`config.mk`:
```
export PLATFORM = sky130hd
export DESIGN_NAME = dds_sweep_scheduler
export DESIGN_NICKNAME = d
export VERILOG_FILES = /design/src/rtl/dds_sweep_pkg.sv /design/src/rtl/dds_dwell_timer.sv /design/src/rtl/dds_sweep_scheduler.sv
export SDC_FILE = /design/constraint.sdc
export NUM_CORES = 1
export LEC_CHECK = 0
export BUFFER_PORTS_ARGS = -buffer_cell sky130_fd_sc_hd__buf_4
export CAP_MARGIN = 20
export CORE_ASPECT_RATIO = 1.5
export CORE_UTILIZATION = 60
export CTS_BUF_LIST = sky130_fd_sc_hd__clkbuf_16
export CTS_CLUSTER_SIZE = 30
export DETAILED_ROUTE_END_ITERATION = 10
export PLACE_DENSITY = 0.8
export SYNTH_ARGS = -nofsm -noshare
export SYNTH_HDL_FRONTEND = slang
export SYNTH_SLANG_ARGS = --single-unit
```
`constraint.sdc`:
```
create_clock -name clk -period 10.5 [get_ports clk]
set_clock_uncertainty 0.05 [all_clocks]
set_input_delay 2.1 -clock clk [delete_from_list [all_inputs] [get_ports clk]]
set_output_delay 2.1 -clock clk [all_outputs]
set_load 0.005 [all_outputs]
```
`src/rtl/dds_sweep_pkg.sv`:
```
// Shared types and default widths for the DDS phase-increment sweep scheduler.
package dds_sweep_pkg;

    localparam int DEF_PINC_W  = 32;
    localparam int DEF_CNT_W   = 16;
    localparam int DEF_DWELL_W = 32;

    typedef enum logic [1:0] {
        IDLE  = 2'd0,
        SEND  = 2'd1,
        DWELL = 2'd2,
        END   = 2'd3
    } sweep_state_t;

    typedef enum logic {
        UP   = 1'b0,
        DOWN = 1'b1
    } sweep_dir_t;

endpackage

```
`src/rtl/dds_dwell_timer.sv`:
```
// Dwell down-counter. Loaded with the dwell length on each accepted word,
// counts while the scheduler sits in DWELL. expire_o is high in the last
// dwell cycle, and combinationally on a load of zero so the scheduler can
// skip DWELL entirely for back-to-back words.
module dds_dwell_timer
    import dds_sweep_pkg::*;
#(
    parameter int DWELL_W = DEF_DWELL_W
) (
    input  logic               clk,
    input  logic               reset,
    input  logic               load_i,
    input  logic [DWELL_W-1:0] load_val_i,
    input  logic               count_i,
    output logic               expire_o
);

    logic [DWELL_W-1:0] cnt_q;

    // Load takes priority; counting stops at zero.
    always_ff @(posedge clk or posedge reset) begin
        if (reset) begin
            cnt_q <= '0;
        end else if (load_i) begin
            cnt_q <= load_val_i;
        end else if (count_i && (cnt_q != '0)) begin
            cnt_q <= cnt_q - DWELL_W'(1);
        end
    end

    assign expire_o = load_i ? (load_val_i == '0) : (cnt_q <= DWELL_W'(1));

endmodule

```
`src/rtl/dds_sweep_scheduler.sv`:
```
// Drives the DDS Compiler s_axis_phase channel through a programmed pinc sweep:
// start word, fixed step, N words per ramp, dwell cycles after each accepted word.
// Optional triangle (up-then-down) sweep is built when SWEEP_TRIANGLE_EN is defined.
//
// state | meaning
// IDLE  | waiting for start; outputs quiet
// SEND  | word presented (tvalid=1), held until accepted
// DWELL | tvalid=0, waiting cfg_dwell cycles after an accepted word
// END   | one-cycle completion, done pulse, then IDLE
module dds_sweep_scheduler
    import dds_sweep_pkg::*;
#(
    parameter int PINC_W  = DEF_PINC_W,
    parameter int CNT_W   = DEF_CNT_W,
    parameter int DWELL_W = DEF_DWELL_W
) (
    input  logic               clk,
    input  logic               reset,
    input  logic [PINC_W-1:0]  cfg_start_pinc,
    input  logic [PINC_W-1:0]  cfg_step_pinc,
    input  logic [CNT_W-1:0]   cfg_num_steps,
    input  logic [DWELL_W-1:0] cfg_dwell,
    input  logic               cfg_repeat,
`ifdef SWEEP_TRIANGLE_EN
    input  logic               cfg_triangle,
`endif
    input  logic               start,
    input  logic               abort,
    output logic               m_axis_phase_tvalid,
    input  logic               m_axis_phase_tready,
    output logic [PINC_W-1:0]  m_axis_phase_tdata,
    output logic               m_axis_phase_tlast,
    output logic               busy,
    output logic               done,
    output logic [CNT_W-1:0]   step_idx
);

    // A triangle sweep runs to index 2N-2, which needs one extra bit.
`ifdef SWEEP_TRIANGLE_EN
    localparam int IDX_W = CNT_W + 1;
`else
    localparam int IDX_W = CNT_W;
`endif

    sweep_state_t       state_q;
    logic [PINC_W-1:0]  start_pinc_q;
    logic [PINC_W-1:0]  step_q;
    logic [DWELL_W-1:0] dwell_q;
    logic               repeat_q;
    logic [IDX_W-1:0]   last_idx_q;
    logic [IDX_W-1:0]   idx_q;
    logic [PINC_W-1:0]  tdata_q;
    logic               tlast_q;
    logic               tvalid_q;
    logic               busy_q;
    logic               done_q;
    logic               abort_pend_q;
`ifdef SWEEP_TRIANGLE_EN
    logic               tri_q;
    logic [IDX_W-1:0]   turn_idx_q;
    sweep_dir_t         dir_q;
    sweep_dir_t         nxt_dir;
`endif

    logic [CNT_W-1:0]   cfg_nm1;
    logic [IDX_W-1:0]   cfg_last_idx;
    logic               last_word;
    logic [PINC_W-1:0]  nxt_tdata;
    logic [IDX_W-1:0]   nxt_idx;
    logic               nxt_tlast;
    logic               xfer;
    logic               dwell_expire;

    assign cfg_nm1 = (cfg_num_steps == '0) ? '0 : cfg_num_steps - CNT_W'(1);
`ifdef SWEEP_TRIANGLE_EN
    assign cfg_last_idx = cfg_triangle ? {cfg_nm1, 1'b0} : {1'b0, cfg_nm1};
`else
    assign cfg_last_idx = cfg_nm1;
`endif

    assign last_word = (idx_q == last_idx_q);
    assign xfer      = (state_q == SEND) && m_axis_phase_tready;

    // Next word to present: advance along the ramp, or wrap to the start word
    // after the final word (only used when repeating).
    always_comb begin
        nxt_tdata = tdata_q + step_q;
        nxt_idx   = idx_q + IDX_W'(1);
        nxt_tlast = ((idx_q + IDX_W'(1)) == last_idx_q);
`ifdef SWEEP_TRIANGLE_EN
        nxt_dir = dir_q;
        if ((dir_q == DOWN) || (tri_q && (idx_q == turn_idx_q))) begin
            nxt_tdata = tdata_q - step_q;
            nxt_dir   = DOWN;
        end
`endif
        if (last_word) begin
            nxt_tdata = start_pinc_q;
            nxt_idx   = '0;
            nxt_tlast = (last_idx_q == '0);
`ifdef SWEEP_TRIANGLE_EN
            nxt_dir   = UP;
`endif
        end
    end

    dds_dwell_timer #(
        .DWELL_W (DWELL_W)
    ) u_dwell_timer (
        .clk        (clk),
        .reset      (reset),
        .load_i     (xfer),
        .load_val_i (dwell_q),
        .count_i    (state_q == DWELL),
        .expire_o   (dwell_expire)
    );

    // Sweep sequencer with registered AXIS and status outputs. When repeating,
    // the final word wraps straight back to the start word (END is skipped) so
    // the word period stays dwell+1 across pass boundaries.
    always_ff @(posedge clk or posedge reset) begin
        if (reset) begin
            state_q      <= IDLE;
            start_pinc_q <= '0;
            step_q       <= '0;
            dwell_q      <= '0;
            repeat_q     <= 1'b0;
            last_idx_q   <= '0;
            idx_q        <= '0;
            tdata_q      <= '0;
            tlast_q      <= 1'b0;
            tvalid_q     <= 1'b0;
            busy_q       <= 1'b0;
            done_q       <= 1'b0;
            abort_pend_q <= 1'b0;
`ifdef SWEEP_TRIANGLE_EN
            tri_q        <= 1'b0;
            turn_idx_q   <= '0;
            dir_q        <= UP;
`endif
        end else begin
            done_q <= 1'b0;
            case (state_q)
                IDLE: begin
                    if (start && !abort) begin
                        start_pinc_q <= cfg_start_pinc;
                        step_q       <= cfg_step_pinc;
                        dwell_q      <= cfg_dwell;
                        repeat_q     <= cfg_repeat;
                        last_idx_q   <= cfg_last_idx;
`ifdef SWEEP_TRIANGLE_EN
                        tri_q        <= cfg_triangle;
                        turn_idx_q   <= {1'b0, cfg_nm1};
                        dir_q        <= UP;
`endif
                        tdata_q      <= cfg_start_pinc;
                        idx_q        <= '0;
                        tlast_q      <= (cfg_last_idx == '0);
                        tvalid_q     <= 1'b1;
                        busy_q       <= 1'b1;
                        abort_pend_q <= 1'b0;
                        state_q      <= SEND;
                    end
                end
                SEND: begin
                    if (abort) begin
                        abort_pend_q <= 1'b1;
                    end
                    if (xfer) begin
                        if (abort || abort_pend_q) begin
                            tvalid_q <= 1'b0;
                            tlast_q  <= 1'b0;
                            busy_q   <= 1'b0;
                            state_q  <= IDLE;
                        end else if (!dwell_expire) begin
                            tvalid_q <= 1'b0;
                            tlast_q  <= 1'b0;
                            state_q  <= DWELL;
                        end else if (!last_word || repeat_q) begin
                            tdata_q <= nxt_tdata;
                            idx_q   <= nxt_idx;
                            tlast_q <= nxt_tlast;
`ifdef SWEEP_TRIANGLE_EN
                            dir_q   <= nxt_dir;
`endif
                        end else begin
                            tvalid_q <= 1'b0;
                            tlast_q  <= 1'b0;
                            done_q   <= 1'b1;
                            state_q  <= END;
                        end
                    end
                end
                DWELL: begin
                    if (abort) begin
                        busy_q  <= 1'b0;
                        state_q <= IDLE;
                    end else if (dwell_expire) begin
                        if (!last_word || repeat_q) begin
                            tdata_q  <= nxt_tdata;
                            idx_q    <= nxt_idx;
                            tlast_q  <= nxt_tlast;
                            tvalid_q <= 1'b1;
`ifdef SWEEP_TRIANGLE_EN
                            dir_q    <= nxt_dir;
`endif
                            state_q  <= SEND;
                        end else begin
                            done_q  <= 1'b1;
                            state_q <= END;
                        end
                    end
                end
                END: begin
                    busy_q  <= 1'b0;
                    state_q <= IDLE;
                end
                default: begin
                    state_q <= IDLE;
                end
            endcase
        end
    end

    assign m_axis_phase_tvalid = tvalid_q;
    assign m_axis_phase_tdata  = tdata_q;
    assign m_axis_phase_tlast  = tlast_q;
    assign busy                = busy_q;
    assign done                = done_q;
    assign step_idx            = idx_q[CNT_W-1:0];

endmodule

```
==> results of run 1 <==
[area by class of cell]
| type | instances | area (um^2) | area share (%) |
|---|---|---|---|
| multi-input cells | 978 | 6561 | 47.15 |
| clock buffers | 17 | 425.4 | 3.057 |
| clock inverters | 15 | 181.4 | 1.304 |
| repair buffers | 176 | 1341 | 9.638 |
| flip-flops and latches | 200 | 5005 | 35.96 |
| inverters | 20 | 82.58 | 0.5934 |
| well taps | 256 | 320.3 | 2.302 |
[per-layer routing]
metal  up-vias  track usage [%]  part of all wire (%)
met2       270            55.42                    53
met3        67            4.951                   3.9
met1      4913            35.76                    39
met5         -                0                     0
li1       4826                -                     -
met4         0            13.98                   3.6
[power breakdown]
group	switching [uW]	internal, uW
clock network	324	362
logic	1300	1080
registers	325	1140
[flip-flops by register name, indices dropped and copies added, names as in the netlist]
name / count
abort_pend_q: 1
m_axis_phase_tlast: 1
m_axis_phase_tdata: 32
start_pinc_q: 32
step_idx: 16
u_dwell_timer.cnt_q: 32
dwell_q: 32
done: 1
last_idx_q: 16
busy: 1
m_axis_phase_tvalid: 1
repeat_q: 1
state_q: 2
step_q: 32
[kinds of logic after synthesis]
| logic type | after synthesis | share of synthesized area [%] |
|---|---|---|
| adders and majority gates | 43 | 4.584 |
| DFF | 200 | 42.06 |
| muxes | 111 | 10.40 |
| and+or+nand+nor | 440 | 18.42 |
| xor gates and xnor gates | 85 | 6.256 |
| buffers and inverters | 87 | 2.902 |
| AOI/OAI and AO/OA | 299 | 15.38 |
[stage by stage]
stage               instances  instance area, um^2  setup slack, ns
floorplan                1265                11900            2.896
global placement         1629                13280            5.819
detailed placement       1629                13280            5.699
CTS                      1661                13890            6.184
global route             1662                13920            5.925
finish                   1662                13920            6.108
[placed cells by master, fill, tap and decap left out, types with 3 or more instances in the layout]
cell type  instances
a211oi_1           7
a21boi_0           4
a21o_1            18
a21oi_1           55
a22o_1             5
a311oi_1           3
a31oi_1           12
and2_1             7
and3_1            15
and4_1             9
buf_4            175
clkbuf_16         17
dfrtp_1          200
ha_1              41
inv_1             19
inv_6              7
inv_8              3
mux2_2           101
mux2i_1           10
nand2_1          156
nand2b_1          10
nand3_1           20
nand3b_1           7
nand4_1           14
nor2_1            84
nor2b_1           11
nor3_1            28
nor3b_1            9
nor4_1            31
o211ai_1          16
o21a_1             7
o21ai_0          124
o311ai_0           4
o31ai_1           15
or3_1             18
or4_1             10
or4b_2             3
xnor2_1           38
xor2_1            47
[critical path: cells and delay by family]
kind | cells | cell delay (ns)
buffers and inverters | 3 | 1.13
and+or+nand+nor | 4 | 0.56
AOI/OAI and AO/OA | 3 | 0.80
[worst max path at each step]
stage / cells after the start / end / slack, ns
after floorplan: 1 / abort_pend_q / 2.90
after global placement: 10 / step_idx[4] / 5.82
after detailed placement: 10 / m_axis_phase_tdata[23] / 5.70
after CTS: 11 / step_idx[10] / 6.18
after global routing: 11 / m_axis_phase_tdata[28] / 5.93
final: 10 / m_axis_phase_tdata[23] / 6.11
==> flow_metrics.py, run 1 <==
metrics = {
    "sta": {
        "drv_slew": 0,
        "setup_viol": 0,
        "hold_violations": 0,
        "tightest_slew_ns": 0.9824,
        "maxSlewHeadroom_pct": 34.51,
        "hold_slack_ns": 0.4584,
        "period_needed_ns": 4.392,
        "rsz0062_at_grt": "no",
        "fin_crit_sh_pct": 41.83,
        "tns_ns": 0,
        "clock.fmax_ghz": 0.2277,
    },
    "floorplan": {
        "io_pins": 170,
        "rows": 62,
        "core_area_um2": 19320,
        "initial_core_util_pct": 61.61,
        "dieArea_um2": 20410,
        "fp.dieW_um": 117.0,
        "fp.dieH_um": 174.5,
    },
    "yosys": {
        "yosys-top-cells-count": "200 x dfrtp_1, 156 x nand2_1, 124 x o21ai_0",
        "avgSynthCellArea_um2": 9.407,
        "yosysMostFrequentCell": "dfrtp_1",
        "synth_seq_cells": 200,
        "synth.top_cells.by_area": "dfrtp_1 42%, mux2_2 9.6%, o21ai_0 5.2%",
        "synth_top_flop_cell": "dfrtp_1",
        "synth_top_cell_by_area": "dfrtp_1",
        "synth_warnings": 0,
        "synth_edf_count": 0,
        "synth_fp_nets": 1426,
        "synth-async-reset-ratio_pct": 100.0,
        "syn_inst": 1265,
        "synth_top_area_share_pct": 42.06,
        "yosysUniqueCellTypes": 67,
        "ys_seq_area_share_pct": 42.06,
        "synthesis.area_um2": 11900,
    },
    "grt": {
        "grt_pass1_wl_um": 49180,
        "grt_start_max_net_pins": 123,
        "grt_overflow": 0,
        "grt_pass1_vias": 10130,
        "track_usage_pct": 31.05,
        "antenna_found_initial": 0,
    },
    "routing": {
        "vias": 10080,
        "drt_iter0_markers": 693,
        "firstDrtPassIters": 5,
        "via_per_inst": 6.063,
        "routedWlPerCell_um": 18.25,
        "drc": 0,
        "wl_um": 30330,
        "postRouteAntennaNets": 0,
    },
    "worst_setup_path": {
        "cp-start-kind": "input pin",
        "startpoint": "m_axis_phase_tready",
        "r2r-end": "m_axis_phase_tdata[23]",
        "path_class": "input pin to flop",
        "crit_path_end_kind": "flop",
        "r2r_slack_ns": 6.90,
        "worstPathRequired_ns": 10.79,
        "rr_startpoint": "step_idx[4]",
        "max_stage_delay_ns": 0.61,
        "crit_chain": "buf_4 -> and2_1 -> buf_4 -> nor2_1 -> and4_1 -> o32ai_1 -> a21o_2 -> buf_4 -> nor2_1 -> a221o_1",
        "arrival_ns": 4.69,
        "r2r_cells": 8,
        "cp_slowest_cell": "buf_4",
        "crit_fanout": 83,
        "crit_top_cell": "buf_4",
    },
    "flow_run": {
        "drv_cap": 0,
    },
    "power_and_ir_drop": {
        "power_uw": 4522,
        "leakagePower_uw": 0.006107,
        "ir_worst_vdd_v": 0.0001939,
        "p_per_area_nw_per_um2": 324.9,
    },
    "placement": {
        "routabilityCongestion": 0.9430,
        "hpwl_um": 22030,
        "port_buffers": 169,
    },
    "cts": {
        "clock_latency_ns": 0.46,
        "htree_levels": 4,
        "post_cts_resized": 0,
        "cts_root_buf": "clkbuf_16",
        "cts_num_sinks": 200,
        "cts.clk_slew.worst_paths_ns": 0.08,
        "cts_buffers": 17,
        "cts_max_path_buffers": 2,
        "post_cts_buffers": 0,
        "cts_hold_buf": 0,
        "cts_tree": "yes",
    },
    "layout": {
        "area_growth_pct": 16.95,
        "nNetsFinal": 1554,
        "final_core_util_pct": 72.05,
        "fill_cells": 1493,
        "antenna_cells": 0,
        "drive_gt1_share_pct": 22.83,
    },
    "run_status": {
        "status": "finished clean",
    },
    "min_path": {
        "hold_depth": 1,
        "worst_hold_path_type": "flop to flop",
        "min_delay_worst_endpoint": "start_pinc_q[22]",
        "hp-start": "start_pinc_q[22]",
    },
}
No activity file was read; power rests on OpenSTA's default activity.
==> run 2: changes to the inputs <==
--- a/config.mk
+++ b/config.mk
@@ -8,11 +8,11 @@
 export BUFFER_PORTS_ARGS = -buffer_cell sky130_fd_sc_hd__buf_4
 export CAP_MARGIN = 20
 export CORE_ASPECT_RATIO = 1.5
-export CORE_UTILIZATION = 60
+export CORE_UTILIZATION = 58
 export CTS_BUF_LIST = sky130_fd_sc_hd__clkbuf_16
 export CTS_CLUSTER_SIZE = 30
 export DETAILED_ROUTE_END_ITERATION = 10
-export PLACE_DENSITY = 0.8
+export PLACE_DENSITY = 0.78
 export SYNTH_ARGS = -nofsm -noshare
 export SYNTH_HDL_FRONTEND = slang
 export SYNTH_SLANG_ARGS = --single-unit
==> constraint.sdc (replaced) <==
create_clock -name clk -period 4.58 [get_ports clk]
set_clock_uncertainty 0.05 [all_clocks]
set_input_delay 0.916 -clock clk [delete_from_list [all_inputs] [get_ports clk]]
set_output_delay 0.916 -clock clk [all_outputs]
set_load 0.005 [all_outputs]
==> run 2 against run 1 <==
Against the previous run:
- total power up 130%
- clock power up 120%
- sequential power up 130%
- cell count rose by 0.36%
- setup slack got worse by 5.4 ns
- sequential cell count did not move
- critical path type is now flop to flop
==> flow_metrics.py, run 2 (synthesis results as in run 1) <==
metrics = {
    "cts": {
        "cts_max_path_buffers": 2,
        "clock_latency_ns": 0.45,
        "cts.clk_slew.worst_paths_ns": 0.07,
        "cts_tree": "yes",
        "cts_num_sinks": 200,
        "cts_root_buf": "clkbuf_16",
        "cts_buffers": 17,
        "htree_levels": 4,
        "cts_hold_buf": 0,
        "post_cts_buffers": 0,
        "post_cts_resized": 0,
    },
    "floorplan": {
        "fp.dieH_um": 177.4,
        "io_pins": 170,
        "rows": 63,
        "core_area_um2": 19940,
        "initial_core_util_pct": 59.67,
        "fp.dieW_um": 119.0,
        "dieArea_um2": 21110,
    },
    "flow_run": {
        "drv_cap": 0,
    },
    "routing": {
        "firstDrtPassIters": 5,
        "drc": 0,
        "via_per_inst": 6.000,
        "drt_iter0_markers": 669,
        "postRouteAntennaNets": 0,
        "wl_um": 29400,
        "vias": 10010,
        "routedWlPerCell_um": 17.63,
    },
    "worst_setup_path": {
        "arrival_ns": 4.19,
        "worstPathRequired_ns": 4.92,
        "cp-start-kind": "flop",
        "crit_path_end_kind": "flop",
        "rr_startpoint": "step_idx[0]",
        "crit_fanout": 8,
        "path_class": "flop to flop",
        "startpoint": "step_idx[0]",
    },
    "layout": {
        "mostFrequentLayoutCell": "dfrtp_1",
        "layout.area.seq_um2": 5005,
        "multiInputGateArea_um2": 6561,
        "nNetsFinal": 1556,
        "final_cell_mix": "200 x dfrtp_1, 175 x buf_4, 156 x nand2_1",
        "fin_area_um2": 13940,
        "area_growth_pct": 17.14,
        "fill_cells": 1610,
        "drive_gt1_share_pct": 22.94,
        "antenna_cells": 0,
        "finalNonFillerCells": 1668,
    },
    "power_and_ir_drop": {
        "leakagePower_uw": 0.006116,
        "p_per_area_nw_per_um2": 741.5,
        "ir_worst_vdd_v": 0.0004016,
    },
    "sta": {
        "maxSlewHeadroom_pct": 15.78,
        "clock.fmax_ghz": 0.2598,
        "period_needed_ns": 3.849,
        "tightest_slew_ns": 1.263,
        "rsz0062_at_grt": "no",
        "fin_ws_ns": 0.7314,
        "fin_crit_sh_pct": 84.03,
        "drv_slew": 0,
        "hold_violations": 0,
        "setup_viol": 0,
        "tns_ns": 0,
        "hold_slack_ns": 0.4555,
    },
    "min_path": {
        "hp-start": "start_pinc_q[16]",
        "worst_hold_path_type": "flop to flop",
    },
    "run_status": {
        "status": "finished clean",
    },
    "placement": {
        "routabilityCongestion": 0.9747,
        "hpwl_um": 21230,
        "place_ws_ns": 0.8434,
        "place_area_um2": 13340,
        "place_inst": 1636,
        "port_buffers": 169,
    },
    "grt": {
        "grt_pass1_vias": 9675,
        "track_usage_pct": 29.04,
        "grt_overflow": 0,
        "grt_start_max_net_pins": 201,
        "antenna_found_initial": 0,
        "grt_pass1_wl_um": 48100,
    },
}
[run 2: changes by cell type in the layout (fill, tap and decap cells not counted), sizes merged]
cell,change
clkinvlp,+1
buf,+2
bufinv,-1
[run 2: layout make-up]
class / instances / area share (%)
Clock buffer: 17 / 3.052
Clock inverter: 15 / 1.221
Inverter: 20 / 0.5655
Multi-Input combinational cell: 978 / 47.07
Sequential cell: 200 / 35.90
Tap cell: 260 / 2.334
Timing Repair Buffer: 178 / 9.856
[run 2: stage by stage]
stage | utilization (%) | total power [uW]
final | 69.90 | 10340
after global routing | 69.90 | 11190
after CTS | 69.90 | 10350
after detailed placement | 66.91 | 8776
after global placement | 66.91 | 8620
after floorplan | - | 7257
[run 2: final timing paths]
check                                     end  slack [ns]  depth (start not counted)
setup / recovery           m_axis_phase_tlast        0.73                          9
max in group asynchronous        step_idx[13]        2.84                          3
min in group asynchronous       last_idx_q[0]        0.58                          3
setup reg to reg           m_axis_phase_tlast        0.73                          9
hold / removal               start_pinc_q[16]        0.46                          1
hold reg to reg              start_pinc_q[16]        0.46                          1
[run 2: routing by layer]
metal	wire (um)	track usage (%)
met1	11610	33.46
met2	15480	52.12
met3	1229	5.077
met4	1081	13.71
met5	0	0
[run 2: where the power goes]
part | switching (uW) | internal, uW | leakage [uW]
sequential | 723 | 2600 | 0.00244
combinational | 2970 | 2510 | 0.00338
clock | 746 | 782 | 0.000293
[run 2: critical path: stages, from the launching register on]
cell	delay, ns
dfrtp_1	0.50
ha_1	0.31
nand3_1	0.23
nor4_1	0.60
xor2_1	0.12
or4_1	0.55
a2111oi_0	0.79
o22ai_1	0.27
a21oi_1	0.20
mux2_2	0.16
==> run 3: changes to the inputs <==
--- a/config.mk
+++ b/config.mk
@@ -8,11 +8,11 @@
 export BUFFER_PORTS_ARGS = -buffer_cell sky130_fd_sc_hd__buf_4
 export CAP_MARGIN = 20
 export CORE_ASPECT_RATIO = 1.5
-export CORE_UTILIZATION = 58
+export CORE_UTILIZATION = 53
 export CTS_BUF_LIST = sky130_fd_sc_hd__clkbuf_16
 export CTS_CLUSTER_SIZE = 30
 export DETAILED_ROUTE_END_ITERATION = 10
-export PLACE_DENSITY = 0.78
+export PLACE_DENSITY = 0.75
 export SYNTH_ARGS = -nofsm -noshare
 export SYNTH_HDL_FRONTEND = slang
 export SYNTH_SLANG_ARGS = --single-unit
==> constraint.sdc (replaced) <==
create_clock -name clk -period 3.29 [get_ports clk]
set_clock_uncertainty 0.05 [all_clocks]
set_input_delay 0.658 -clock clk [delete_from_list [all_inputs] [get_ports clk]]
set_output_delay 0.658 -clock clk [all_outputs]
set_load 0.005 [all_outputs]
==> run 3 against run 2 <==
Against the previous run:
- critical path depth decreased by 1
- count of clock-buffer cells in the layout is the same
- non-clock buffer count rose by 23
- sequential cell count unchanged
- global-route usage down 1.8 points
- largest cell class unchanged
==> flow_metrics.py, run 3 (synthesis results as in run 1) <==
metrics = {
    "layout": {
        "antenna_cells": 0,
        "nNetsFinal": 1579,
        "final_core_util_pct": 64.90,
        "mostFrequentLayoutCell": "dfrtp_1",
        "area_growth_pct": 19.35,
        "drive_gt1_share_pct": 24.32,
        "final_cell_mix": "200 x dfrtp_1, 194 x buf_4, 156 x nand2_1",
    },
    "worst_setup_path": {
        "crit_fanout": 38,
        "crit_path_end_kind": "flop",
        "max_stage_delay_ns": 0.60,
        "r2r-end": "m_axis_phase_tdata[28]",
        "r2r_cells": 8,
        "r2r_slack_ns": 0.23,
        "arrival_ns": 3.33,
        "path_class": "flop to flop",
        "crit_chain": "or4_4 -> nor4_4 -> and4_1 -> o32ai_1 -> a21o_2 -> buf_12 -> a2111oi_0 -> nor3_1",
        "startpoint": "u_dwell_timer.cnt_q[16]",
        "worstPathRequired_ns": 3.56,
        "cp-start-kind": "flop",
        "rr_startpoint": "u_dwell_timer.cnt_q[16]",
        "cp_slowest_cell": "or4_4",
    },
    "sta": {
        "setup_viol": 0,
        "rsz0062_at_grt": "no",
        "clock.fmax_ghz": 0.3271,
        "maxSlewHeadroom_pct": 53.45,
        "period_needed_ns": 3.057,
        "fin_crit_sh_pct": 92.93,
        "hold_violations": 0,
        "tightest_slew_ns": 0.6956,
        "drv_slew": 0,
    },
    "cts": {
        "cts.clk_slew.worst_paths_ns": 0.08,
        "cts_root_buf": "clkbuf_16",
        "cts_max_path_buffers": 2,
        "cts_num_sinks": 200,
        "cts_buffers": 17,
        "htree_levels": 4,
        "cts_tree": "yes",
        "post_cts_buffers": 0,
        "clock_latency_ns": 0.45,
    },
    "placement": {
        "hpwl_um": 22900,
        "port_buffers": 169,
        "routabilityCongestion": 0.9413,
    },
    "routing": {
        "routedWlPerCell_um": 18.28,
        "vias": 10160,
        "wl_um": 31130,
        "via_per_inst": 5.966,
        "drc": 0,
        "postRouteAntennaNets": 0,
        "drt_iter0_markers": 689,
        "firstDrtPassIters": 7,
    },
    "floorplan": {
        "dieArea_um2": 23070,
        "io_pins": 170,
        "fp.dieW_um": 124.3,
        "initial_core_util_pct": 54.38,
        "core_area_um2": 21880,
        "rows": 66,
        "fp.dieH_um": 185.5,
    },
    "grt": {
        "top_usage_layer": "met2",
        "grtUsageMet3_pct": 3.794,
        "grt_start_max_net_pins": 104,
        "grt_util_met1_pct": 30.81,
        "grtUsageMet2_pct": 51.05,
        "grt_pass1_wl_um": 49940,
        "antenna_found_initial": 0,
        "grt_pass1_vias": 9993,
        "track_usage_pct": 27.23,
        "grt_overflow": 0,
    },
    "power_and_ir_drop": {
        "p_per_area_nw_per_um2": 1032,
        "leakagePower_uw": 0.006274,
        "power_uw": 14660,
        "ir_worst_vdd_v": 0.0006109,
    },
    "flow_run": {
        "drv_cap": 0,
    },
    "min_path": {
        "worst_hold_path_type": "input pin to asynchronous set/reset pin",
    },
    "run_status": {
        "status": "finished clean",
    },
}
==> run 3: changes by cell type in the layout (fill, tap and decap cells not counted), moves of 2 or more <==
cell,previous run,this run
clkinv_8,2,0
clkinv_4,1,5
nor4_1,31,29
inv_6,7,2
buf_12,3,7
buf_4,175,194
==> run 3: report_power, final <==
group          total (uW)  switching, uW  leakage [uW]  internal, uW
combinational        7890           4290       0.00354          3600
clock                2150           1010      0.000296          1140
sequential           4620            998       0.00244          3620
total               14700           6300       0.00627          8360
==> run 3: area by class of cell <==
type	count	area [um^2]
inverter	20	78.83
tap	272	340.3
timing repair buffer	201	1597
fill	1833	7681
multi-input combinational	978	6589
clock inverter	15	167.7
sequential	200	5005
clock buffer	17	425.4
==> run 3: critical path, delay by kind of cell, from the launching register on <==
kind	cells	cell delay [ns]
compound gates	3	0.89
simple gates	4	1.37
flops	1	0.42
buf+inv	1	0.19
==> run 3: how the worst max path moves through the flow <==
stage	end	slack, ns	cells after the start
global placement	m_axis_phase_tlast	0.15	8
finish	m_axis_phase_tdata[28]	0.23	8
floorplan	abort_pend_q	-0.006	1
detailed placement	m_axis_phase_tlast	0.11	8
CTS	m_axis_phase_tlast	0.07	8
global route	m_axis_phase_tdata[28]	0.01	8
==> run 3: timing repair <==
action	4_1_cts	5_1_grt
hold buffers	0	0
gates resized for setup	0	5
setup endpoints to repair	0	7
==> run 3: per-layer routing <==
| layer | vias to the layer above | wire, um |
|---|---|---|
| li1 | 4874 | - |
| met1 | 4948 | 12500 |
| met2 | 271 | 16550 |
| met3 | 67 | 1134 |
| met4 | 0 | 944 |
| met5 | - | 0 |
==> run 3: through the flow <==
stage          hold WS [ns]  instances  setup TNS [ns]  setup WS [ns]  area (um^2)
6_report            0.09998       1703               0         0.2325        14200
5_1_grt             0.09548       1703               0        0.01268        14200
4_1_cts             0.09172       1703               0        0.06674        14170
3_5_place_dp         0.4382       1671               0         0.1134        13580
3_3_place_gp         0.4238       1671               0         0.1522        13580
2_1_floorplan        0.3984       1265          -1.267      -0.006334        11900
